[src/rtl/op_sequencer_if.sv]
// Stream and controller-side signal bundle for op_sequencer.
// The master side is the command/data source that also stands in for the matrix controller.
interface op_sequencer_if;
  logic        cmd_valid;
  logic        cmd_ready;
  logic [31:0] cmd_data;
  logic        wr_valid;
  logic        wr_ready;
  logic [31:0] wr_data;
  logic        rd_valid;
  logic [31:0] rd_data;
  logic        ctrl_enable;
  logic [31:0] ctrl_operation;
  logic [31:0] ctrl_in_data;
  logic [31:0] ctrl_out_data;

  modport master (
    output cmd_valid, cmd_data, wr_valid, wr_data, ctrl_out_data,
    input  cmd_ready, wr_ready, rd_valid, rd_data,
    input  ctrl_enable, ctrl_operation, ctrl_in_data
  );

  modport slave (
    input  cmd_valid, cmd_data, wr_valid, wr_data, ctrl_out_data,
    output cmd_ready, wr_ready, rd_valid, rd_data,
    output ctrl_enable, ctrl_operation, ctrl_in_data
  );
endinterface

[src/rtl/op_sequencer.sv]
// Queues operation words and drives the matrix controller, holding each opcode
// for its required cycle count and moving write/read element streams.
module op_sequencer #(
  parameter int DEPTH = 4,
  parameter int DRAIN = 24
) (
  input  logic         clk,
  input  logic         reset,
  input  logic [8:0]   size,
  op_sequencer_if.slave bus,
  output logic         busy,
  output logic         done,
  output logic         err
);

  localparam int AW = $clog2(DEPTH);

  typedef enum logic [2:0] {
    ST_IDLE,
    ST_WRITE,
    ST_MULT,
    ST_READ,
    ST_GAP
  } state_t;

  state_t      state_reg, state_next;
  logic [31:0] fifo_mem [DEPTH];
  logic [AW:0] wr_ptr_reg, rd_ptr_reg;
  logic        run_reg;
  logic [15:0] cnt_reg, cnt_next;
  logic [31:0] op_reg, op_next;
  logic        err_reg, err_next;
  logic        rd_valid_reg;
  logic [31:0] rd_data_reg;

  logic        fifo_empty, fifo_full, push, pop;
  logic [31:0] head_word;
  logic        wr_beat;
  logic [15:0] line_count, cell_count, elem_count, feed_count, mult_len;

  assign line_count = 16'(size[8:6]) + 16'd1;
  assign cell_count = 16'(size[5:0]) + 16'd1;
  assign elem_count = cell_count * line_count;
  assign feed_count = elem_count * line_count;
  assign mult_len   = feed_count + 16'(DRAIN);

  // Extra pointer bit distinguishes full from empty when the indices match.
  assign fifo_empty = (wr_ptr_reg == rd_ptr_reg);
  assign fifo_full  = (wr_ptr_reg[AW] != rd_ptr_reg[AW]) &&
                      (wr_ptr_reg[AW-1:0] == rd_ptr_reg[AW-1:0]);
  assign head_word  = fifo_mem[rd_ptr_reg[AW-1:0]];

  assign bus.cmd_ready = run_reg && !fifo_full;
  assign push          = bus.cmd_valid && bus.cmd_ready;
  assign wr_beat       = (state_reg == ST_WRITE) && bus.wr_valid;

  always_ff @(posedge clk) begin
    if (push) begin
      fifo_mem[wr_ptr_reg[AW-1:0]] <= bus.cmd_data;
    end
  end

  always_comb begin
    state_next = state_reg;
    cnt_next   = cnt_reg;
    op_next    = op_reg;
    err_next   = 1'b0;
    pop        = 1'b0;
    case (state_reg)
      ST_WRITE: begin
        if (wr_beat) begin
          if (cnt_reg == elem_count - 16'd1) begin
            state_next = ST_GAP;
            op_next    = 32'd0;
            cnt_next   = 16'd0;
          end else begin
            cnt_next = cnt_reg + 16'd1;
          end
        end
      end
      ST_MULT: begin
        if (cnt_reg == mult_len - 16'd1) begin
          state_next = ST_GAP;
          op_next    = 32'd0;
          cnt_next   = 16'd0;
        end else begin
          cnt_next = cnt_reg + 16'd1;
        end
      end
      ST_READ: begin
        if (cnt_reg == elem_count - 16'd1) begin
          state_next = ST_GAP;
          op_next    = 32'd0;
          cnt_next   = 16'd0;
        end else begin
          cnt_next = cnt_reg + 16'd1;
        end
      end
      default: begin
        // IDLE and GAP share the pop rule; GAP's zero opcode lasts exactly one cycle.
        state_next = ST_IDLE;
        op_next    = 32'd0;
        cnt_next   = 16'd0;
        if (!fifo_empty) begin
          pop = 1'b1;
          case (head_word[3:0])
            4'd1: begin
              state_next = ST_MULT;
              op_next    = head_word;
            end
            4'd2: begin
              state_next = ST_WRITE;
              op_next    = head_word;
            end
            4'd3: begin
              state_next = ST_READ;
              op_next    = head_word;
            end
            default: err_next = 1'b1;
          endcase
        end
      end
    endcase
  end

  always_ff @(posedge clk or negedge reset) begin
    if (!reset) begin
      state_reg    <= ST_IDLE;
      wr_ptr_reg   <= '0;
      rd_ptr_reg   <= '0;
      run_reg      <= 1'b0;
      cnt_reg      <= 16'd0;
      op_reg       <= 32'd0;
      err_reg      <= 1'b0;
      rd_valid_reg <= 1'b0;
      rd_data_reg  <= 32'd0;
    end else begin
      state_reg    <= state_next;
      run_reg      <= 1'b1;
      cnt_reg      <= cnt_next;
      op_reg       <= op_next;
      err_reg      <= err_next;
      rd_valid_reg <= (state_reg == ST_READ);
      if (state_reg == ST_READ) begin
        rd_data_reg <= bus.ctrl_out_data;
      end
      if (push) begin
        wr_ptr_reg <= wr_ptr_reg + 1'b1;
      end
      if (pop) begin
        rd_ptr_reg <= rd_ptr_reg + 1'b1;
      end
    end
  end

  assign bus.wr_ready       = wr_beat;
  assign bus.ctrl_enable    = run_reg && ((state_reg == ST_WRITE) ? bus.wr_valid : 1'b1);
  assign bus.ctrl_in_data   = (state_reg == ST_WRITE) ? bus.wr_data : 32'd0;
  assign bus.ctrl_operation = op_reg;
  assign bus.rd_valid       = rd_valid_reg;
  assign bus.rd_data        = rd_data_reg;

  assign busy = (state_reg != ST_IDLE) || !fifo_empty;
  assign done = (state_reg == ST_GAP);
  assign err  = err_reg;

endmodule

[src/flat_wrapper.sv]
// flat-port wrapper written by rule: the top's interface ports become plain ports
module op_sequencer_flat 
#(
  parameter int DEPTH = 4,
  parameter int DRAIN = 24
)
  (clk, reset, size, busy, done, err, bus_cmd_valid, bus_cmd_data, bus_wr_valid, bus_wr_data, bus_ctrl_out_data, bus_cmd_ready, bus_wr_ready, bus_rd_valid, bus_rd_data, bus_ctrl_enable, bus_ctrl_operation, bus_ctrl_in_data);
  op_sequencer_if bus_i ();
  input  logic clk;
  input  logic reset;
  input  logic [8:0] size;
  output logic busy;
  output logic done;
  output logic err;
  input wire logic [$bits(bus_i.cmd_valid)-1:0] bus_cmd_valid;
  input wire logic [$bits(bus_i.cmd_data)-1:0] bus_cmd_data;
  input wire logic [$bits(bus_i.wr_valid)-1:0] bus_wr_valid;
  input wire logic [$bits(bus_i.wr_data)-1:0] bus_wr_data;
  input wire logic [$bits(bus_i.ctrl_out_data)-1:0] bus_ctrl_out_data;
  output wire logic [$bits(bus_i.cmd_ready)-1:0] bus_cmd_ready;
  output wire logic [$bits(bus_i.wr_ready)-1:0] bus_wr_ready;
  output wire logic [$bits(bus_i.rd_valid)-1:0] bus_rd_valid;
  output wire logic [$bits(bus_i.rd_data)-1:0] bus_rd_data;
  output wire logic [$bits(bus_i.ctrl_enable)-1:0] bus_ctrl_enable;
  output wire logic [$bits(bus_i.ctrl_operation)-1:0] bus_ctrl_operation;
  output wire logic [$bits(bus_i.ctrl_in_data)-1:0] bus_ctrl_in_data;
  assign bus_i.cmd_valid = bus_cmd_valid;
  assign bus_i.cmd_data = bus_cmd_data;
  assign bus_i.wr_valid = bus_wr_valid;
  assign bus_i.wr_data = bus_wr_data;
  assign bus_i.ctrl_out_data = bus_ctrl_out_data;
  assign bus_cmd_ready = bus_i.cmd_ready;
  assign bus_wr_ready = bus_i.wr_ready;
  assign bus_rd_valid = bus_i.rd_valid;
  assign bus_rd_data = bus_i.rd_data;
  assign bus_ctrl_enable = bus_i.ctrl_enable;
  assign bus_ctrl_operation = bus_i.ctrl_operation;
  assign bus_ctrl_in_data = bus_i.ctrl_in_data;
  op_sequencer #(.DEPTH(DEPTH), .DRAIN(DRAIN)) u_core (.clk(clk), .reset(reset), .size(size), .bus(bus_i), .busy(busy), .done(done), .err(err));
endmodule
[config.mk]
export PLATFORM = sky130hd
export DESIGN_NAME = op_sequencer_flat
export DESIGN_NICKNAME = d
export VERILOG_FILES = /design/src/rtl/op_sequencer_if.sv /design/src/rtl/op_sequencer.sv /design/src/flat_wrapper.sv
export SDC_FILE = /design/constraint.sdc
export NUM_CORES = 1
export LEC_CHECK = 0
export ABC_AREA = 1
export CAP_MARGIN = 20
export CORE_MARGIN = 1.5
export CORE_UTILIZATION = 58
export CTS_BUF_LIST = sky130_fd_sc_hd__clkbuf_16
export CTS_CLUSTER_SIZE = 16
export DETAILED_ROUTE_END_ITERATION = 6
export PLACE_DENSITY = 0.86
export SYNTH_ARGS = -nofsm -noshare
export SYNTH_HDL_FRONTEND = slang
export SYNTH_SLANG_ARGS = --single-unit
[constraint.sdc]
create_clock -name clk -period 6.1 [get_ports clk]
set_clock_uncertainty 0.2 [all_clocks]
set_input_delay 0.61 -clock clk [delete_from_list [all_inputs] [get_ports clk]]
set_output_delay 0.61 -clock clk [all_outputs]
set_load 0.005 [all_outputs]
### After elaboration in Yosys (flattened, before gate mapping)

Memory sizes are Yosys's and may differ from the RTL's.
Index checks and enable logic that the tools add are counted.

| cells by class | value |
|---|---|
| $add $sub $neg | 8 |
| multiply operators | 2 |
| divide/modulo/power cells | 0 |
| magnitude comparators | 0 |
| equality and inequality tests | 14 |
| shift-type cells | 0 |
| muxes and demuxes | 25 |
| bitwise gates (word level) | 0 |
| reduce and logical (&&, ||, !) cells | 12 |

Operators with widths:

| cell | number |
|---|---|
| $mux 32 | 6 |
| $pmux 32 s3 | 1 |
| $mux 16 | 3 |
| $pmux 16 s3 | 1 |
| $eq 16x16->1 | 2 |
| $mul 16x16->16 | 2 |
| $sub 16x1->16 const B | 2 |
| $add 16x1->16 const B | 1 |
| $add 16x5->16 const B | 1 |
| $mux 3 | 4 |
| $pmux 3 s3 | 1 |
| $eq 4x2->1 const B | 2 |
| $mux 1 | 8 |
| $add 6x1->7 const B | 1 |
| $add 3x1->3 const B | 2 |
| $eq 3x2->1 const B | 2 |
| $pmux 2 s3 | 1 |
| $reduce_or 3->1 | 2 |
| $logic_and 1x1->1 | 5 |
| $add 3x1->4 const B | 1 |
| $eq 4x1->1 const B | 1 |
| $eq 3x1->1 const B | 1 |
| $eq 3x3->1 | 1 |
| $eq 3x3->1 const B | 1 |
| 8 further kinds | 9 |

| word-level totals | value |
|---|---|
| register bits after elaboration | 92 |
| latch bits | 0 |
| memory bits (writable) | 128 |
| bits in read-only memories | 0 |
| word-level logic and storage cells | 71 |
| memories | 1 |

Memory list:

| name | words | width | rd ports | clocked after memory_dff | write ports | RTL line | text |
|---|---|---|---|---|---|---|---|
| u_core.fifo_mem | 4 | 32 | 1 | 0 | 1 | op_sequencer.sv:27 | `logic [31:0] fifo_mem [DEPTH];` |

### Longest topological paths before layout

Gate-level depths: netlist (run 1).

| depth | value |
|---|---|
| depth after elaboration | 8 |
| depth in mapped cells | 39 |
| depth with buffers taken out | 38 |

### Worst setup path after synthesis (run 1)

OpenSTA, ideal clock, no wires.

| timing | value |
|---|---|
| path kind | input to register |
| start | in size[6] |
| end | reg u_core.cnt_reg[10] |
| library setup time | 0.118 ns |
| arrival time | 6.722 ns |
| data required time | 5.782 ns |
| setup slack | -0.940 ns |
| stages on the path | 35 |
| buffers on the path | 3 |
| cell sequence | clkbuf_1 -> nand3_1 -> inv_1 -> clkbuf_1 -> nand2_1 -> fa_1 -> fa_1 -> inv_1 -> ha_1 -> nand2_1 -> nor2_1 -> nand2_1 -> nand3_1 -> nand2_1 -> nand2_2 -> nand2_1 -> fa_1 -> fa_1 -> inv_1 -> ha_1 -> ha_1 -> a21oi_1 -> nor2_1 -> o21ai_0 -> o311a_1 -> nand2_1 -> nand2_1 -> nand3_1 -> nor2_1 -> nand3_1 -> nand2_1 -> nand2_2 -> buf_4 -> nand3_1 -> nand2_1 |

| between the ends | value |
|---|---|
| word-level cells in the longest chain between the ends | 8 |
| elaborated cells on any way between the ends | 12 |

RTL lines:

| what | RTL line | text |
|---|---|---|
| start: declaration | flat_wrapper.sv:11 | `input logic [8:0] size;` |
| $add 3x1->4 * | op_sequencer.sv:41 | `assign line_count = 16'(size[8:6]) + 16'd1;` |
| $mul 16x16->16 | op_sequencer.sv:43 | `assign elem_count = cell_count * line_count;` |
| $mul 16x16->16 | op_sequencer.sv:44 | `assign feed_count = elem_count * line_count;` |
| $add 16x5->16 | op_sequencer.sv:45 | `assign mult_len = feed_count + 16'(DRAIN);` |
| $sub 16x1->16 | op_sequencer.sv:82 | `if (cnt_reg == mult_len - 16'd1) begin` |
| $eq 16x16->1 | op_sequencer.sv:82 |  |
| $mux 16 | op_sequencer.sv:82 |  |
| $pmux 16 s3 * | op_sequencer.sv:69 | `case (state_reg)` |
| end signal: assignment | op_sequencer.sv:140 | `cnt_reg <= cnt_next;` |
| end: declaration | op_sequencer.sv:30 | `logic [15:0] cnt_reg, cnt_next;` |

Every way passes the cells marked *; elsewhere a longest branch is shown, timed or not. The select of a mux whose other input is x is not followed.
A chain may end at the register's enable or synchronous reset.

### Worst setup path after layout (run 1)

| timing | value |
|---|---|
| start | in size[2] |
| end | reg u_core.op_reg[13], in the netlist u_core.bus.ctrl_operation[13] |

| between the ends | value |
|---|---|
| word-level cells in the longest chain between the ends | 8 |
| elaborated cells on any way between the ends | 13 |

RTL lines:

| what | RTL line | text |
|---|---|---|
| $add 6x1->7 * | op_sequencer.sv:42 | `assign cell_count = 16'(size[5:0]) + 16'd1;` |
| $mul 16x16->16 * | op_sequencer.sv:43 |  |
| $mul 16x16->16 | op_sequencer.sv:44 |  |
| $add 16x5->16 | op_sequencer.sv:45 |  |
| $sub 16x1->16 | op_sequencer.sv:82 |  |
| $eq 16x16->1 | op_sequencer.sv:82 |  |
| $ne 2x1->1 (no line) | - |  |
| $reduce_and 2->1 (no line) | - |  |
| end signal: assignment | op_sequencer.sv:141 | `op_reg <= op_next;` |
| end: declaration | op_sequencer.sv:31 | `logic [31:0] op_reg, op_next;` |

Marks and branches as above.

==> run_results.csv, run 1 <==
group,metric,value,unit
floorplanning,initial_core_util,0.588,
clocking,maximum_level_of_the_cts_h_tree,1,
logic_synthesis,synth_cells,1386,
power_and_ir_drop,power.density_cell_area,446,nW/um2
logic_synthesis,yosysUniqueCellTypes,38,
final_layout,multi_input_gate_area,6430,um2
outcome,violations,"setup timing",
route,drt_pass1_iterations,6,
sta,worst_pin_slew,999,ps
global_route,grt_overflow_total,0,
power_and_ir_drop,irDropWorstVdd,406,uV
floorplanning,io_pins,212,
placed_design,dpl_cell_area,15700,um2
global_route,grt_pass1_wl,54.9,mm
worst_setup_path,critical_path_required,6310,ps
logic_synthesis,post_synth_instance_area,12300,um2
final_layout,fin_nets,1910,
floorplanning,design.core.area,20900,um2
clocking,root_driver,"sky130_fd_sc_hd__clkbuf_16",
sta,final.hold.worst_slack,267,ps
global_route,track_usage,0.316,
global_route,antenna_found_initial,0,
floorplanning,floorplan.die.width,149,um
logic_synthesis,synth_seq_area_share,0.500,
route,drtAntennaViolNets,0,
logic_synthesis,asyncSetResetFlopFracSynth,0.418,
clocking,tritoncts.num_buffers,23,
clocking,clock_sink_count,220,
global_route,grt_start_max_net_pins,63,
global_route,vias_in_the_first_global_route,11200,
logic_synthesis,synth.yosys.warnings,0,
floorplanning,rows,53,
logic_synthesis,syn_avg_cell_area,8.86,um2
clocking,cts_buffer_depth,3,
final_layout,layout.cells.most_common,"sky130_fd_sc_hd__nand2_1",
logic_synthesis,synth.top_cell.area_share,0.313,
floorplanning,die-area,22100,um2
sta,fmax,149,MHz
worst_setup_path,regToRegSetupSlack,2850,ps
route,detail_route.wl_per_cell,19.7,um
flow_run,cap_violations,0,
power_and_ir_drop,leakage_power,0.00802,uW
hold_path,timing.hold.worst.class,"flip-flop to flip-flop",
worst_setup_path,cp_slowest_stage_delay,600,ps
final_layout,layout-drive-gt1-share,0.233,
sta,rsz0062_at_grt,"yes",
hold_path,min_delay_path_depth,2,
worst_setup_path,cell_at_the_slowest_stage_of_the_critical_path,"sky130_fd_sc_hd__fa_1",
route,route.final.wire_length,39.4,mm
sta,finalWorstSetupSlack,-617,ps
logic_synthesis,postSynth.topFlopCell,"sky130_fd_sc_hd__edfxtp_1",
sta,timing.final.setup_violations,50,
sta,post-route-period-util,1.10,
final_layout,num-fill-cells,1059,
route,post-route-drc-count,0,
logic_synthesis,synth_edf_count,128,
final_layout,layout.cell_area.non_filler,17600,um2
sta,finalHoldViolations,0,
final_layout,layout.area.seq,6150,um2
route,drt_iter0_markers,915,
worst_setup_path,ff2ff_path_depth,9,
placed_design,io_buffer_count,211,
placed_design,globalplace.congestion,0.875,
logic_synthesis,mappedNetlistNets,1581,
final_layout,largest_register_ff_count,128,
final_layout,most_frequent_cells_in_the_layout,"291 x sky130_fd_sc_hd__nand2_1, 201 x sky130_fd_sc_hd__clkdlybuf4s50_1, 150 x sky130_fd_sc_hd__nor2_1, 145 x sky130_fd_sc_hd__inv_1, 128 x sky130_fd_sc_hd__edfxtp_1",
final_layout,insertedDiodeCount,0,
route,via_per_inst,5.71,
worst_setup_path,cp_common_cell,"sky130_fd_sc_hd__nand2_1",
sta,max_slew_margin,0.333,
final_layout,areaGrowthSynthToFinish,43.1,%
worst_setup_path,end_kind,"flip-flop",
logic_synthesis,post-synth-top-area-cell,"sky130_fd_sc_hd__edfxtp_1",
worst_setup_path,worst_ep_arrival_time,6930,ps
sta,period_needed,6720,ps
route,dr_total_vias,11500,
clocking,cts.clk_slew.worst_paths,60,ps
clocking,clkLatencyLatePin,540,ps
clocking,cts_tree,"yes",
logic_synthesis,ys_seq_elements,220,
floorplanning,die-height,149,um
worst_setup_path,timing.critical_path.fanout_max,8,
outcome,run_status,"finished with violations",
worst_setup_path,critical_path_class,"input port to flip-flop",
logic_synthesis,synthTopCellsByArea,"sky130_fd_sc_hd__edfxtp_1 31%, sky130_fd_sc_hd__dfrtp_1 19%, sky130_fd_sc_hd__nand2_1 12%",
worst_setup_path,start_kind,"input port",
placed_design,dp_hpwl,22.1,mm
sta,final-max-slew-violation-count,0,
[synth_stat cells, types with 25 or more instances]
cell type                  count
sky130_fd_sc_hd__nand2_1     389
sky130_fd_sc_hd__nor2_1      166
sky130_fd_sc_hd__inv_1       162
sky130_fd_sc_hd__edfxtp_1    128
sky130_fd_sc_hd__dfrtp_1      92
sky130_fd_sc_hd__nand3_1      75
sky130_fd_sc_hd__o21ai_0      69
sky130_fd_sc_hd__ha_1         54
sky130_fd_sc_hd__xor2_1       44
sky130_fd_sc_hd__clkbuf_1     39
sky130_fd_sc_hd__fa_1         32
sky130_fd_sc_hd__o22ai_1      30
sky130_fd_sc_hd__a21oi_1      25
[worst paths after layout]
path / from / end
max: size[2] / u_core.bus.ctrl_operation[13]$_DFFE_PN0P_
min: u_core.bus.rd_data[10]$_DFFE_PN0P_ / u_core.bus.rd_data[10]$_DFFE_PN0P_
max reg2reg: u_core.rd_ptr_reg[0]$_DFFE_PN0P_ / u_core.bus.ctrl_operation[13]$_DFFE_PN0P_
min reg2reg: u_core.bus.rd_data[10]$_DFFE_PN0P_ / u_core.bus.rd_data[10]$_DFFE_PN0P_
max in group asynchronous: reset / u_core.bus.ctrl_operation[21]$_DFFE_PN0P_
min in group asynchronous: reset / u_core.bus.rd_data[27]$_DFFE_PN0P_
[power by group]
part | leakage (uW) | internal (uW) | switching [uW]
registers | 0.00235 | 1890 | 181
logic | 0.00530 | 1950 | 2430
clock network | 0.000373 | 779 | 610
total | 0.00802 | 4620 | 3220
[metrics by stage]
step / utilization / setup slack, ps / instances / setup TNS [ps] / total power, uW
detailed placement: 0.751 / -1160 / 1921 / -54610 / 5580
finish: 0.842 / -617 / 2007 / -27640 / 7840
global route: 0.842 / -826 / 2007 / -38580 / 8230
CTS: 0.809 / -113 / 1991 / -3340 / 7220
global placement: 0.751 / -964 / 1921 / -47230 / 5450
floorplan: - / -200 / 1386 / -8470 / 4170
[cell families (layout without fill, tap and decap cells)]
group,after synthesis,in the layout,synth area share
fa+ha+maj,86,86,0.107
other cells,2,2,0.000611
compound gates,137,137,0.0612
flops,220,220,0.500
buf+inv,213,558,0.0675
simple gates,673,674,0.224
xor+xnor,55,55,0.0392
[routing by layer]
layer  GRT usage  routed length (um)  vias up
met5           0                   0        -
met4       0.151                2330        0
met3      0.0546                3430      189
met2       0.572               20300      718
met1       0.363               13400     5429
li1            -                   -     5117
[critical path, delay by kind of cell]
kind	cells	cell delay, ps
adders and majority gates	6	2520
and+or+nand+nor	19	1650
buffers and inverters	14	1480
AOI/OAI and AO/OA	3	410
xor gates and xnor gates	1	230
[repair_timing]
action | CTS | global route
hold endpoints to repair | 35 | 0
gates resized for setup | 114 | 124
hold buffers | 1 | 0
cloned | 2 | 2
pin swaps | 56 | 63
buffers inserted | 25 | 13
setup endpoints to repair | 50 | 50
[final cells by class]
cell class              count  share of cell area
inverters                 167              0.0361
clock inverters            19             0.00897
multi-input cells         954               0.366
flip-flops and latches    220               0.350
repair buffers            349               0.187
clock buffers              23              0.0327
well taps                 275              0.0196
No activity file was read; power rests on OpenSTA's default activity.
==> inputs of run 2 (changes only) <==
--- a/config.mk
+++ b/config.mk
@@ -8,11 +8,11 @@
 export ABC_AREA = 1
 export CAP_MARGIN = 20
 export CORE_MARGIN = 1.5
-export CORE_UTILIZATION = 58
+export CORE_UTILIZATION = 30
 export CTS_BUF_LIST = sky130_fd_sc_hd__clkbuf_16
 export CTS_CLUSTER_SIZE = 16
 export DETAILED_ROUTE_END_ITERATION = 6
-export PLACE_DENSITY = 0.86
+export MAX_ROUTING_LAYER = met4
 export SYNTH_ARGS = -nofsm -noshare
 export SYNTH_HDL_FRONTEND = slang
 export SYNTH_SLANG_ARGS = --single-unit
==> run 2 against run 1 <==
  * The flow still finishes with violations (setup timing)
  * Critical path depth decreased by 3
  * Setup slack improved by 460 ps
  * Fmax up 7.3%
  * Critical path type unchanged
  * Non-clock buffer count up 7
  * Global-route usage shrank 15 points
  * Die area is 91% higher
  * Clock power down 6%
  * Flip-flop and latch count unchanged
  * Sequential share of layout area decreased by 0.52 points
  * Largest power group unchanged
==> run_results.csv, run 2 (synthesis gave the netlist of run 1 again) <==
group,metric,value,unit
final_layout,layout-drive-gt1-share,0.226,
worst_setup_path,regToRegEndpoint,"u_core.bus.ctrl_operation[26]$_DFFE_PN0P_",
route,post-route-drc-count,0,
outcome,violations,"setup timing",
outcome,run_status,"finished with violations",
clocking,clock_sink_count,220,
final_layout,finalCoreUtilization,0.445,
global_route,grt.met1_usage,0.211,
sta,post-route-period-util,1.03,
clocking,cts_buffer_depth,3,
clocking,maximum_level_of_the_cts_h_tree,1,
worst_setup_path,cp_slowest_stage_delay,540,ps
final_layout,most_frequent_cells_in_the_layout,"304 x sky130_fd_sc_hd__nand2_1, 201 x sky130_fd_sc_hd__clkdlybuf4s50_1, 149 x sky130_fd_sc_hd__nor2_1, 145 x sky130_fd_sc_hd__inv_1, 132 x sky130_fd_sc_hd__buf_4",
placed_design,dpl_cell_area,16100,um2
worst_setup_path,cp_common_cell,"sky130_fd_sc_hd__nand2_4",
sta,fmax,160,MHz
sta,worst_pin_slew,1040,ps
worst_setup_path,cell_at_the_slowest_stage_of_the_critical_path,"sky130_fd_sc_hd__fa_2",
floorplanning,design.core.area,40100,um2
worst_setup_path,regToRegSetupSlack,2800,ps
sta,max_slew_margin,0.305,
floorplanning,floorplan.die.width,205,um
route,dr_total_vias,10300,
worst_setup_path,start_kind,"input port",
power_and_ir_drop,comb_power_share,0.556,
flow_run,cap_violations,0,
global_route,global_route.peak_usage_layer,"met2",
global_route,antenna_found_initial,1,
global_route,vias_in_the_first_global_route,10500,
final_layout,layout.cell_area.non_filler,17900,um2
worst_setup_path,critical_path_class,"input port to flip-flop",
route,drtAntennaViolNets,0,
clocking,tritoncts.num_buffers,23,
final_layout,areaGrowthSynthToFinish,45.3,%
power_and_ir_drop,leakage_power,0.00801,uW
global_route,grt.met2_usage,0.282,
sta,timing.final.setup_violations,49,
power_and_ir_drop,power.density_cell_area,425,nW/um2
clocking,cts_tree,"yes",
floorplanning,die-height,205,um
sta,finalWorstSetupSlack,-161,ps
clocking,cts.clk_slew.worst_paths,60,ps
global_route,track_usage,0.168,
power_and_ir_drop,irDropWorstVdd,260,uV
placed_design,dp_hpwl,23.6,mm
worst_setup_path,critical_path_required,6320,ps
floorplanning,rows,73,
worst_setup_path,critical_path.reg2reg.startpoint,"u_core.rd_ptr_reg[0]$_DFFE_PN0P_",
hold_path,timing.hold.worst.class,"flip-flop to flip-flop",
global_route,grt_start_max_net_pins,63,
final_layout,layout.cells.most_common,"sky130_fd_sc_hd__nand2_1",
floorplanning,die-area,42200,um2
placed_design,globalplace.congestion,0.864,
power_and_ir_drop,net-switching-power,2980,uW
hold_path,min_delay_path_depth,2,
sta,final-max-slew-violation-count,0,
sta,period_needed,6260,ps
global_route,grtUsageMet3,0.0309,
final_layout,num-fill-cells,3773,
final_layout,largest_register_ff_count,128,
power_and_ir_drop,pwr-share-seq,0.271,
hold_path,whs_endpoint,"u_core.bus.ctrl_operation[2]$_DFFE_PN0P_",
power_and_ir_drop,power_frac_clock,0.173,
worst_setup_path,timing.critical_path.fanout_max,8,
hold_path,min-delay-start,"u_core.bus.ctrl_operation[2]$_DFFE_PN0P_",
worst_setup_path,ff2ff_path_depth,9,
floorplanning,io_pins,212,
clocking,clkLatencyLatePin,530,ps
worst_setup_path,worst_ep_arrival_time,6480,ps
floorplanning,initial_core_util,0.306,
power_and_ir_drop,power.share.switching,0.393,
global_route,grt_overflow_total,0,
placed_design,io_buffer_count,211,
route,drt_pass1_iterations,5,
sta,rsz0062_at_grt,"yes",
final_layout,fin_nets,1917,
power_and_ir_drop,cell_internal_pwr,4610,uW
route,drt_iter0_markers,553,
sta,finalHoldViolations,0,
route,route.final.wire_length,35.0,mm
worst_setup_path,end_kind,"flip-flop",
clocking,root_driver,"sky130_fd_sc_hd__clkbuf_16",
global_route,grt_pass1_wl,54.9,mm
route,via_per_inst,4.56,
route,detail_route.wl_per_cell,15.4,um
==> run 2: cell types whose count changed in the layout (fill, tap and decap cells not counted), sizes merged <==
cell,change
inv,+1
bufinv,-1
clkdlybuf4s15,-1
buf,+8
diode,+2
==> run 2: how the worst max path moves through the flow <==
stage | startpoint | endpoint | slack, ps | depth (start not counted)
2_1_floorplan | size[6] | u_core.state_reg[1]$_DFFE_PN0P_ | -200 | 36
3_3_place_gp | size[0] | u_core.bus.ctrl_operation[9]$_DFFE_PN0P_ | -980 | 35
3_5_place_dp | size[0] | u_core.bus.ctrl_operation[10]$_DFFE_PN0P_ | -1060 | 37
4_1_cts | size[7] | u_core.bus.ctrl_operation[4]$_DFFE_PN0P_ | -130 | 37
5_1_grt | size[1] | u_core.bus.ctrl_operation[17]$_DFFE_PN0P_ | -420 | 38
6_report | size[1] | u_core.bus.ctrl_operation[17]$_DFFE_PN0P_ | -160 | 40
==> run 2: worst max-delay path, delay by kind of cell <==
family	cells	cell delay [ps]
adders and majority gates	7	2680
and+or+nand+nor	22	1950
xor gates and xnor gates	1	150
buffers and inverters	10	1060
==> run 2: power by group through the flow <==
stage / registers (uW) / logic (uW) / clock network (uW)
after floorplan: 2060 / 2110 / 0
after global placement: 2060 / 3580 / 0
final: 2060 / 4230 / 1310
after CTS: 2050 / 4120 / 1350
after global routing: 2090 / 4640 / 1410
after detailed placement: 2070 / 3630 / 0
==> run 2: layout make-up <==
class	count	area, um2	share of cell area
multi-input cells	954	6350	0.356
flip-flops and latches	220	6150	0.344
repair buffers	356	3350	0.188
well taps	525	657	0.0368
inverters	167	639	0.0358
clock buffers	23	576	0.0322
clock inverters	19	123	0.00687
diodes	2	5.00	0.000280
==> run 2: per-layer routing <==
metal	vias up	routed length, um
met5	-	0
met4	0	502
met3	40	1930
met2	215	17400
met1	4932	15200
li1	5136	-
==> run 2: what timing repair did <==
| item | CTS | global route |
|---|---|---|
| hold buffers | 1 | 0 |
| pin swaps | 71 | 66 |
| hold endpoints to repair | 24 | 0 |
| gates cloned | 5 | 1 |
| setup endpoints to repair | 50 | 50 |
| gates resized for setup | 129 | 92 |
| setup buffers | 25 | 15 |
==> run 2: through the flow <==
stage	setup WS (ps)	std cells	power (uW)	hold slack, ps	setup TNS, ps
floorplan	-200	1386	4170	114	-8470
global placement	-976	2177	5640	254	-48050
detailed placement	-1060	2177	5700	257	-51540
CTS	-127	2250	7520	272	-3610
global route	-425	2265	8150	291	-18140
finish	-161	2266	7600	268	-5010
